--- src/rtl/fp_div_seq.sv ---
`default_nettype none
// ============================================================================
//  Module      : fp_div_seq
//  Description : Sequential IEEE-754 binary32 divider, fp_Z = fp_X / fp_Y.
//                Radix-2 restoring mantissa division, one quotient bit per
//                clock. Subnormal operands are flushed to zero, NaN results
//                are canonical (0x7FC00000). One operation in flight.
//
//  Ports
//    clk        : clock, rising edge active
//    rst        : asynchronous active-high reset
//    in_valid   : operands valid
//    in_ready   : operands accepted (high only while idle)
//    fp_X       : dividend
//    fp_Y       : divisor
//    r_mode     : rounding mode (000 RNE, 001 RTZ, 010 RDN, 011 RUP,
//                 100 RMM, other codes RNE)
//    out_valid  : result valid
//    out_ready  : consumer accepts result
//    fp_Z       : quotient
//    ovrf/udrf  : exponent overflow / underflow
//    div_zero   : finite nonzero divided by zero
//    zer/inf/nan: result class
//
//  Revision    : 1.0 - initial release
// ============================================================================
module fp_div_seq #(
   parameter int QBITS = 26,   // 1 integer + 23 fraction + guard + round
   parameter int CW    = 5     // iteration counter width, 2**CW > QBITS
) (
   input  logic        clk,
   input  logic        rst,
   input  logic        in_valid,
   output logic        in_ready,
   input  logic [31:0] fp_X,
   input  logic [31:0] fp_Y,
   input  logic [2:0]  r_mode,
   output logic        out_valid,
   input  logic        out_ready,
   output logic [31:0] fp_Z,
   output logic        ovrf,
   output logic        udrf,
   output logic        div_zero,
   output logic        zer,
   output logic        inf,
   output logic        nan
);

   localparam logic [31:0]    C_QNAN     = 32'h7FC0_0000;
   localparam logic [CW-1:0]  C_LAST_IT  = CW'(QBITS - 1);

   typedef enum logic [1:0] {
      IDLE  = 2'd0,
      CALC  = 2'd1,
      ROUND = 2'd2,
      DONE  = 2'd3
   } state_t;

   state_t              r_state;
   state_t              w_next_state;

   // Working registers
   logic                r_sign;
   logic signed [9:0]   r_exp;
   logic [24:0]         r_rem;
   logic [23:0]         r_div;
   logic [QBITS-1:0]    r_q;
   logic [CW-1:0]       r_cnt;
   logic [2:0]          r_rmode;

   // Result registers
   logic                r_out_valid;
   logic [31:0]         r_z;
   logic                r_ovrf;
   logic                r_udrf;
   logic                r_div_zero;
   logic                r_zer;
   logic                r_inf;
   logic                r_nan;

   // ------------------------------------------------------------------------
   // Operand classification (exp==0 is zero regardless of fraction)
   // ------------------------------------------------------------------------
   logic                w_x_zero, w_x_inf, w_x_nan;
   logic                w_y_zero, w_y_inf, w_y_nan;
   logic                w_res_nan, w_res_inf, w_res_zer, w_res_dz;
   logic                w_special;
   logic                w_in_sign;
   logic [23:0]         w_mx, w_my;
   logic                w_adj;
   logic signed [9:0]   w_exp_in;
   logic                w_accept;
   logic                w_consume;

   assign w_x_zero  = (fp_X[30:23] == 8'h00);
   assign w_x_inf   = (fp_X[30:23] == 8'hFF) && (fp_X[22:0] == 23'd0);
   assign w_x_nan   = (fp_X[30:23] == 8'hFF) && (fp_X[22:0] != 23'd0);
   assign w_y_zero  = (fp_Y[30:23] == 8'h00);
   assign w_y_inf   = (fp_Y[30:23] == 8'hFF) && (fp_Y[22:0] == 23'd0);
   assign w_y_nan   = (fp_Y[30:23] == 8'hFF) && (fp_Y[22:0] != 23'd0);

   assign w_res_nan = w_x_nan || w_y_nan || (w_x_zero && w_y_zero) ||
                      (w_x_inf && w_y_inf);
   // finite-nonzero / zero
   assign w_res_dz  = !w_res_nan && !w_x_zero && !w_x_inf && w_y_zero;
   // inf / finite (zero included), or the divide-by-zero case
   assign w_res_inf = !w_res_nan && ((w_x_inf && !w_y_inf) || w_res_dz);
   // zero / finite-nonzero, or finite / inf
   assign w_res_zer = !w_res_nan && !w_res_inf && (w_x_zero || w_y_inf);
   assign w_special = w_res_nan || w_res_inf || w_res_zer;
   assign w_in_sign = fp_X[31] ^ fp_Y[31];

   assign w_mx      = {1'b1, fp_X[22:0]};
   assign w_my      = {1'b1, fp_Y[22:0]};
   // Pre-normalise so the first quotient bit is always the integer 1
   assign w_adj     = (w_mx < w_my);
   assign w_exp_in  = $signed({2'b00, fp_X[30:23]}) - $signed({2'b00, fp_Y[30:23]})
                    + 10'sd127 - $signed({9'd0, w_adj});

   assign w_accept  = (r_state == IDLE) && in_valid;
   assign w_consume = (r_state == DONE) && r_out_valid && out_ready;

   // ------------------------------------------------------------------------
   // Restoring division step
   // ------------------------------------------------------------------------
   logic                w_ge;
   logic [24:0]         w_rem_sub;

   assign w_ge      = (r_rem >= {1'b0, r_div});
   assign w_rem_sub = w_ge ? (r_rem - {1'b0, r_div}) : r_rem;

   // ------------------------------------------------------------------------
   // Rounding
   // ------------------------------------------------------------------------
   logic                w_lsb, w_g, w_r, w_s, w_inexact, w_inc;
   logic [24:0]         w_sum;
   logic                w_carry;
   logic [22:0]         w_frac;
   logic signed [9:0]   w_exp_rnd;
   logic                w_rnd_ovf, w_rnd_udf;

   assign w_lsb     = r_q[QBITS-24];
   assign w_g       = r_q[QBITS-25];
   assign w_r       = r_q[QBITS-26];
   assign w_s       = (r_rem != 25'd0);
   assign w_inexact = w_g | w_r | w_s;

   always_comb begin
      w_inc = 1'b0;
      case (r_rmode)
         3'b001:  w_inc = 1'b0;
         3'b010:  w_inc = r_sign & w_inexact;
         3'b011:  w_inc = !r_sign & w_inexact;
         3'b100:  w_inc = w_g;
         default: w_inc = w_g & (w_r | w_s | w_lsb);
      endcase
   end

   assign w_sum     = {1'b0, r_q[QBITS-1 -: 24]} + {24'd0, w_inc};
   assign w_carry   = w_sum[24];
   // On carry-out the significand is 10.000..0; renormalise by one place
   assign w_frac    = w_carry ? w_sum[23:1] : w_sum[22:0];
   assign w_exp_rnd = r_exp + $signed({9'd0, w_carry});
   assign w_rnd_ovf = (w_exp_rnd >= 10'sd255);
   assign w_rnd_udf = (w_exp_rnd <= 10'sd0);

   // ------------------------------------------------------------------------
   // FSM
   // ------------------------------------------------------------------------
   always_ff @(posedge clk or posedge rst) begin
      if (rst) begin
         r_state <= IDLE;
      end else begin
         r_state <= w_next_state;
      end
   end

   always_comb begin
      w_next_state = r_state;
      case (r_state)
         IDLE:    if (in_valid) w_next_state = w_special ? DONE : CALC;
         CALC:    if (r_cnt == C_LAST_IT) w_next_state = ROUND;
         ROUND:   w_next_state = DONE;
         DONE:    if (r_out_valid && out_ready) w_next_state = IDLE;
         default: w_next_state = IDLE;
      endcase
   end

   // ------------------------------------------------------------------------
   // Datapath
   // ------------------------------------------------------------------------
   always_ff @(posedge clk or posedge rst) begin
      if (rst) begin
         r_sign      <= 1'b0;
         r_exp       <= 10'sd0;
         r_rem       <= 25'd0;
         r_div       <= 24'd0;
         r_q         <= '0;
         r_cnt       <= '0;
         r_rmode     <= 3'd0;
         r_out_valid <= 1'b0;
         r_z         <= 32'd0;
         r_ovrf      <= 1'b0;
         r_udrf      <= 1'b0;
         r_div_zero  <= 1'b0;
         r_zer       <= 1'b0;
         r_inf       <= 1'b0;
         r_nan       <= 1'b0;
      end else begin
         case (r_state)
            IDLE: begin
               if (w_accept) begin
                  r_sign  <= w_in_sign;
                  r_rmode <= r_mode;
                  r_exp   <= w_exp_in;
                  r_div   <= w_my;
                  r_rem   <= w_adj ? {w_mx, 1'b0} : {1'b0, w_mx};
                  r_q     <= '0;
                  r_cnt   <= '0;
                  if (w_res_nan) begin
                     r_z   <= C_QNAN;
                     r_nan <= 1'b1;
                  end else if (w_res_inf) begin
                     r_z        <= {w_in_sign, 8'hFF, 23'd0};
                     r_inf      <= 1'b1;
                     r_div_zero <= w_res_dz;
                  end else if (w_res_zer) begin
                     r_z   <= {w_in_sign, 31'd0};
                     r_zer <= 1'b1;
                  end
               end
            end
            CALC: begin
               r_q   <= {r_q[QBITS-2:0], w_ge};
               r_rem <= {w_rem_sub[23:0], 1'b0};
               r_cnt <= r_cnt + 1'b1;
            end
            ROUND: begin
               if (w_rnd_ovf) begin
                  r_z    <= {r_sign, 8'hFF, 23'd0};
                  r_ovrf <= 1'b1;
                  r_inf  <= 1'b1;
               end else if (w_rnd_udf) begin
                  r_z    <= {r_sign, 31'd0};
                  r_udrf <= 1'b1;
                  r_zer  <= 1'b1;
               end else begin
                  r_z    <= {r_sign, w_exp_rnd[7:0], w_frac};
               end
            end
            DONE: begin
               // out_valid follows entry into DONE by one edge
               if (w_consume) begin
                  r_out_valid <= 1'b0;
                  r_z         <= 32'd0;
                  r_ovrf      <= 1'b0;
                  r_udrf      <= 1'b0;
                  r_div_zero  <= 1'b0;
                  r_zer       <= 1'b0;
                  r_inf       <= 1'b0;
                  r_nan       <= 1'b0;
               end else begin
                  r_out_valid <= 1'b1;
               end
            end
            default: ;
         endcase
      end
   end

   assign in_ready  = (r_state == IDLE);
   assign out_valid = r_out_valid;
   assign fp_Z      = r_z;
   assign ovrf      = r_ovrf;
   assign udrf      = r_udrf;
   assign div_zero  = r_div_zero;
   assign zer       = r_zer;
   assign inf       = r_inf;
   assign nan       = r_nan;

endmodule
`default_nettype wire

--- config.mk ---
export PLATFORM = sky130hd
export DESIGN_NAME = fp_div_seq
export DESIGN_NICKNAME = d
export VERILOG_FILES = /design/src/rtl/fp_div_seq.sv
export SDC_FILE = /design/constraint.sdc
export NUM_CORES = 1
export LEC_CHECK = 0
export CORE_UTILIZATION = 45
export DETAILED_ROUTE_END_ITERATION = 6
export PLACE_DENSITY = 0.69
export SETUP_SLACK_MARGIN = 0.3
export SLEW_MARGIN = 20
export SYNTH_ARGS = -nofsm -noshare
export SYNTH_HDL_FRONTEND = slang
export SYNTH_SLANG_ARGS = --single-unit
--- constraint.sdc ---
create_clock -name clk -period 4.8 [get_ports clk]
set_input_delay 0.96 -clock clk [delete_from_list [all_inputs] [get_ports clk]]
set_output_delay 0.96 -clock clk [all_outputs]
set_load 0.02 [all_outputs]
Word level (Yosys, flattened, before mapping)

Index checks and enable logic that the tools add are counted.

Register bits after elaboration: 135
Input bits: 71
Output and inout port bits: 40
Logic and storage cells: 157

Add/sub/neg operators: 7
$lt $le $gt $ge: 4
Equal/unequal tests: 24
Muxes and demuxes: 46
Bitwise operators: 8
Reduce and logical (&&, ||, !) cells: 52

Operator list:

| cell                                                            | number |
|---|---|
| 32-bit 2-to-1 mux                                               | 5 |
| 32-bit one-hot mux with 3 select lines                          | 1 |
| 31-bit 2-to-1 mux                                               | 2 |
| 26-bit one-hot mux with 2 select lines                          | 1 |
| 25-bit 2-to-1 mux                                               | 2 |
| 25-bit one-hot mux with 2 select lines                          | 1 |
| 23-bit zero test                                                | 2 |
| 23-bit nonzero test                                             | 2 |
| 26-bit 2-to-1 mux                                               | 1 |
| 24-bit by 1-bit adder with 25-bit output                        | 1 |
| 25-bit by 24-bit >= comparator with 1-bit output                | 1 |
| 25-bit nonzero test                                             | 1 |
| 24-bit less-than comparator                                     | 1 |
| 24-bit 2-to-1 mux                                               | 1 |
| 24-bit subtractor                                               | 1 |
| 23-bit 2-to-1 mux                                               | 1 |
| 1-bit logical AND                                               | 17 |
| 1-bit 2-to-1 mux                                                | 17 |
| 8-bit equality test (second input constant)                     | 2 |
| 8-bit zero test                                                 | 2 |
| 2-bit inequality test (second input constant)                   | 8 |
| 4-bit AND reduction                                             | 3 |
| 10-bit by 2-bit adder with 10-bit output                        | 1 |
| 9-bit by 8-bit adder with 10-bit output (second input constant) | 1 |
| 33 further kinds                                                | 66 |

Logic depth before layout (Yosys ltp)

Word-level depth: 19
Mapped depth: 23
Gate-level depth less buffers: 23

Worst setup path after synthesis

No wires, ideal clock.

Kind: input -> register
Start: input port fp_Y[19]
End: register r_exp[9]
Library setup time: 110 ps
Arrival: 4309 ps
Required time: 4690 ps
Setup slack: 381 ps
Cell stages on the path: 20
Buffers on the path: 2
Path through: inv_1 ha_1 a21oi_1 o21ai_0 a41o_1 a31oi_1 a211oi_2 nor2_2 buf_4 buf_4 inv_1 ha_1 ha_1 fa_1 a21oi_1 o21bai_1 a21o_1 a21oi_1 nor2b_1 o41ai_1

Longest elaborated chain between the ends: 2

Ends and longest elaborated chain:

| element                                       | RTL line | text |
|---|---|---|
| start, declared                               | 36       | `input logic [31:0] fp_Y,` |
| 24-bit less-than comparator                   | 116      | `assign w_adj = (w_mx < w_my);` |
| 10-bit by 2-bit subtractor with 10-bit output | 118      | `+ 10'sd127 - $signed({9'd0, w_adj});` |
| end signal, assigned                          | 215      | `r_exp <= w_exp_in;` |
| end, declared                                 | 64       | `logic signed [9:0] r_exp;` |

No other way between the ends.
A chain may end at the register's enable or synchronous reset.

Worst setup path after layout

Start: register r_rem[4]
End: register r_zer, in the netlist zer

Longest elaborated chain between the ends: 10
Elaborated cells between the ends (all ways): 15
Classes of those cells: add/sub: 2; order compare: 2; eq/ne: 2; mux: 1; bitwise: 6; reduce/logical: 2

Ends and longest elaborated chain:

| element                                                                                                                   | RTL line | text |
|---|---|---|
| start, declared                                                                                                           | 65       | `logic [24:0] r_rem;` |
| start signal, assigned                                                                                                    | 217      | `r_rem <= w_adj ? {w_mx, 1'b0} : {1'b0, w_mx};` |
| start signal, assigned                                                                                                    | 235      | `r_rem <= {w_rem_sub[23:0], 1'b0};` |
| 25-bit nonzero test (*)                                                                                                   | 145      | `assign w_s = (r_rem != 25'd0);` |
| 1-bit OR (2 in series)                                                                                                    | 155      | `default: w_inc = w_g & (w_r \| w_s \| w_lsb);` |
| 1-bit AND                                                                                                                 | 155      |  |
| 1-bit one-hot mux with 4 select lines (*)                                                                                 | 150      | `case (r_rmode)` |
| 24-bit by 1-bit adder with 25-bit output (*)                                                                              | 159      | `assign w_sum = {1'b0, r_q[QBITS-1 -: 24]} + {24'd0, w_inc};` |
| 10-bit by 2-bit adder with 10-bit output (*)                                                                              | 163      | `assign w_exp_rnd = r_exp + $signed({9'd0, w_carry});` |
| 10-bit by 1-bit <= comparator with 1-bit output / 10-bit by 9-bit >= comparator with 1-bit output (equally long branches) | 165, 164 |  |
| 2-bit inequality test (no source line)                                                                                    | n/a      |  |
| 8-bit AND reduction (no source line) (*)                                                                                  | n/a      |  |
| end signal, assigned                                                                                                      | 206      | `r_zer <= 1'b0;` |
| end signal, assigned                                                                                                      | 229      | `r_zer <= 1'b1;` |
| end signal, assigned                                                                                                      | 246      | `r_zer <= 1'b1;` |
| end, declared                                                                                                             | 77       | `logic r_zer;` |

Mark *: on every way between the ends. The rest lies on a longest branch, timed or not.

==> results.md <==
* Max frequency at 0.229 GHz
* Min cycle time layout at 4360 ps
* Largest net degree at the start of global routing at 136
* Syn-to-layout area delta at 25.3%
* Num CTS Buffers at 17
* DRC at 0
* Peak VDD IR at roughly 0.00028 V
* YS warnings at 0
* Synth area leaders: dfrtp_1, ha_1, nand2_1, o21ai_0, a21oi_1
* Fin crit share at 0.908
* Register area at about 3400 um^2
* Final Setup Violations at 0
* Area fraction in compound gates after synthesis at 0.231
* CP max stage cell: or4_4
* DR vias at 8,683
* CP startpoint: r_rem[4]
* GPL Wtd Cong at 0.919
* Reg-to-Reg Start: r_rem[4]
* Worst Path Arrival at 4710 ps
* Slowest stage delay, CP at 550 ps
* Initial DRC Count at a little under 500
* Worst relative slew slack at 0.301
* Setup TNS at 0 ps
* Setup crit end kind: flip-flop
* Share of cells above drive strength 1 at 0.115
* Die area at 21,600 um^2
* Iteration count of the initial detailed-routing pass at 5
* Outcome: completed
* Clock Root Buffer: clkbuf_16
* DR WL met3 at about 1800 um
* Synth top area share at 0.358
* Post-detail-place hpwl at 18,900 um
* Routed WL per cell at 17.9 um
* Met1 wire length at 12,200 um
* H-tree depth at 4
* CTS max path bufs at 2
* Crit path depth at 21
* Adder-Cell Fraction of Synth Area at 0.102
* Slew @ Worst Pin at 1040 ps
* Crit Path Class: reg -> reg
* Area of the multi-input gates at 5810 um^2
* Top cells by count, synth: dfrtp_1, nand2_1, o21ai_0
* Synth Area in Simple Gates at 0.165
* Port bufs at 110
* Post-synthesis sequential area ratio at 0.358
* # diodes at 0
* Final Hold Viols at 0
* Skew final at roughly 13 ps
* Worst R2R Setup Slack at 440 ps
* Worst Hold Class: reg -> reg
* Die Span Y at 147 um
* Synth Flop Type: dfrtp_1
* Synth Area in XOR/XNOR at 0.0538
* Clock transition at path regs at 70 ps
* # rows at 52
* Mapped Avg Cell Area at 8.75 um^2
* Syn_nets at 1,226
* Initial Util at 0.462
* Max-cap violations at 0
* Total Routing Usage GR at 0.250
* Core Footprint at 20,400 um^2
* Reg2Reg Depth at 21
* RR Endpoint: zer
* Distinct cells, synth at 74
* Ports at 111
* Crit path capture: zer
* Data required time of the worst path at 5150 ps
* Critical Path Start Type: flip-flop
* Final wirelength at 26,600 um
* Synthesized area at 9450 um^2
* Mux contribution to synthesized area at 0.0393
* EDFF count, synth at 0
* Fillcell total at roughly 1,800
* Worst Path Max Fanout at 4
* Critical-path cell list: or4_4 -> nor4_4 -> nand4_1 -> a22o_1 -> ha_1 -> ha_2 -> nand3_2 -> nor4_4 -> nand3_2 -> nor2_4 -> nand2_2 -> inv_2 -> ha_4 -> a311o_1 -> o21ai_1 -> a31oi_1 -> nor3_2 -> a21oi_1 -> a2111oi_2 -> buf_4 -> mux2i_2
* Via/cell ratio at approximately 6
* Top Metal Used: met4
* LEAKAGE at 5.17 nW
* Final Util at 0.579
* Post-Synthesis Cells at 1,080
* Synth Register Bits at about 140
* Initial antenna violation count at 0
* Most frequent cell after synthesis: dfrtp_1
* Unrepaired setup endpoints after global routing: false
* Clk Latency, worst-skew pair at about 430 ps
* Vias in the first global route at between 8,000 and 9,000
* Final nets at between 1,000 and 1,500
* Routed Antenna Nets at 0
* Fin. max-slew vios at 0
* TritonCTS Sinks at ~140
* Die X at 147 um
* Combinational family with the most area after synthesis: compound AO/OA/AOI/OAI gates
* Largest area contributor in the netlist: dfrtp_1
* Buf+Inv Stages, Crit Path at 2
* Async set-reset flop share out of synthesis at 1.00
* Pwr per Cell Area at ~600 nW/um^2
* Worst path top cell family by delay: simple AND/OR/NAND/NOR gates
* Met2 Wirelength at about 12,000 um
* Global-route wire length before repair at roughly 43,000 um
* CTS tree: done
* GR Overflow Total at 0
[power breakdown]
part | total, mW | switching (mW) | internal [mW]
Sequential | 1.81 | 0.337 | 1.47
Clock | 1.35 | 0.600 | 0.748
Combinational | 4.08 | 2.38 | 1.69
Total | 7.24 | 3.32 | 3.92
[cell usage in the layout, fill, tap and decap left out, drive strengths merged, types with 18 or more instances in the layout]
cell	netlist	final
a21o	19	19
nor2	73	73
ha	72	72
mux2i	18	18
buf	13	37
nand3	32	32
o31ai	18	18
nand2	124	124
inv	81	90
nor4	28	28
xor2	30	30
a211oi	26	26
xnor2	28	28
clkdlybuf4s50	0	110
dfrtp	135	135
a22o	25	25
o21ai	92	92
a21oi	62	62
[timing repair]
item | 4_1_cts | 5_1_grt
endpoints found under the setup margin | 31 | 35
resized for setup | 22 | 40
pin swaps | 11 | 14
cloned | 2 | 0
hold endpoints to repair | 0 | 0
hold buffers | 0 | 0
setup buffers | 8 | 5
[worst min-delay path: cells and delay by family (launching register included)]
kind,cells,cell delay (ps)
flip-flops,1,330
buffers and inverters,1,50
AND/OR/NAND/NOR,1,50
[worst min-delay path by stage]
stage | slack [ps] | endpoint | from | depth (start not counted)
after global placement | 440 | r_div[23] | r_div[23] | 2
after detailed placement | 450 | r_div[23] | r_div[23] | 2
after CTS | 460 | r_div[23] | r_div[23] | 2
final | 460 | r_div[23] | r_div[23] | 2
after floorplan | 420 | r_div[23] | r_div[23] | 2
after global routing | 500 | r_div[23] | r_div[23] | 2
[registers in the layout, indices dropped and copies added, names as in the netlist, 2 cells and up]
name / flops
r_div: 24
r_cnt: 5
r_rmode: 3
r_state: 2
r_exp: 10
r_q: 26
r_rem: 25
fp_Z: 32
[logic make-up after synthesis]
group / Yosys count
and+or+nand+nor: 333
AOI/OAI and AO/OA: 320
adders and majority gates: 75
buffers and inverters: 124
muxes: 35
xor gates and xnor gates: 58
DFF: 135
[cell type report]
type                            count  share of cell area
Multi-Input combinational cell    822               0.491
Sequential cell                   135               0.285
Timing Repair Buffer              147               0.118
Clock buffer                       17              0.0359
Tap cell                          270              0.0285
Inverter                           81              0.0260
Clock inverter                     15              0.0152
[through the flow]
step	instances	instance area, um^2	power [mW]	hold slack [ps]	worst slack [ps]
3_3_place_gp	1440	10900	5.59	436	131
5_1_grt	1487	11800	7.76	500	194
6_report	1487	11800	7.24	458	440
4_1_cts	1482	11700	7.11	462	306
3_5_place_dp	1440	10900	5.65	447	-6.27
2_1_floorplan	1080	9450	4.63	418	381
[per-layer routing]
layer	up-vias	track usage
met2	290	0.392
met4	0	0.0682
met1	4179	0.349
met5	-	0
met3	39	0.0516
li1	4175	-
Power figures use the tool's default switching activity.
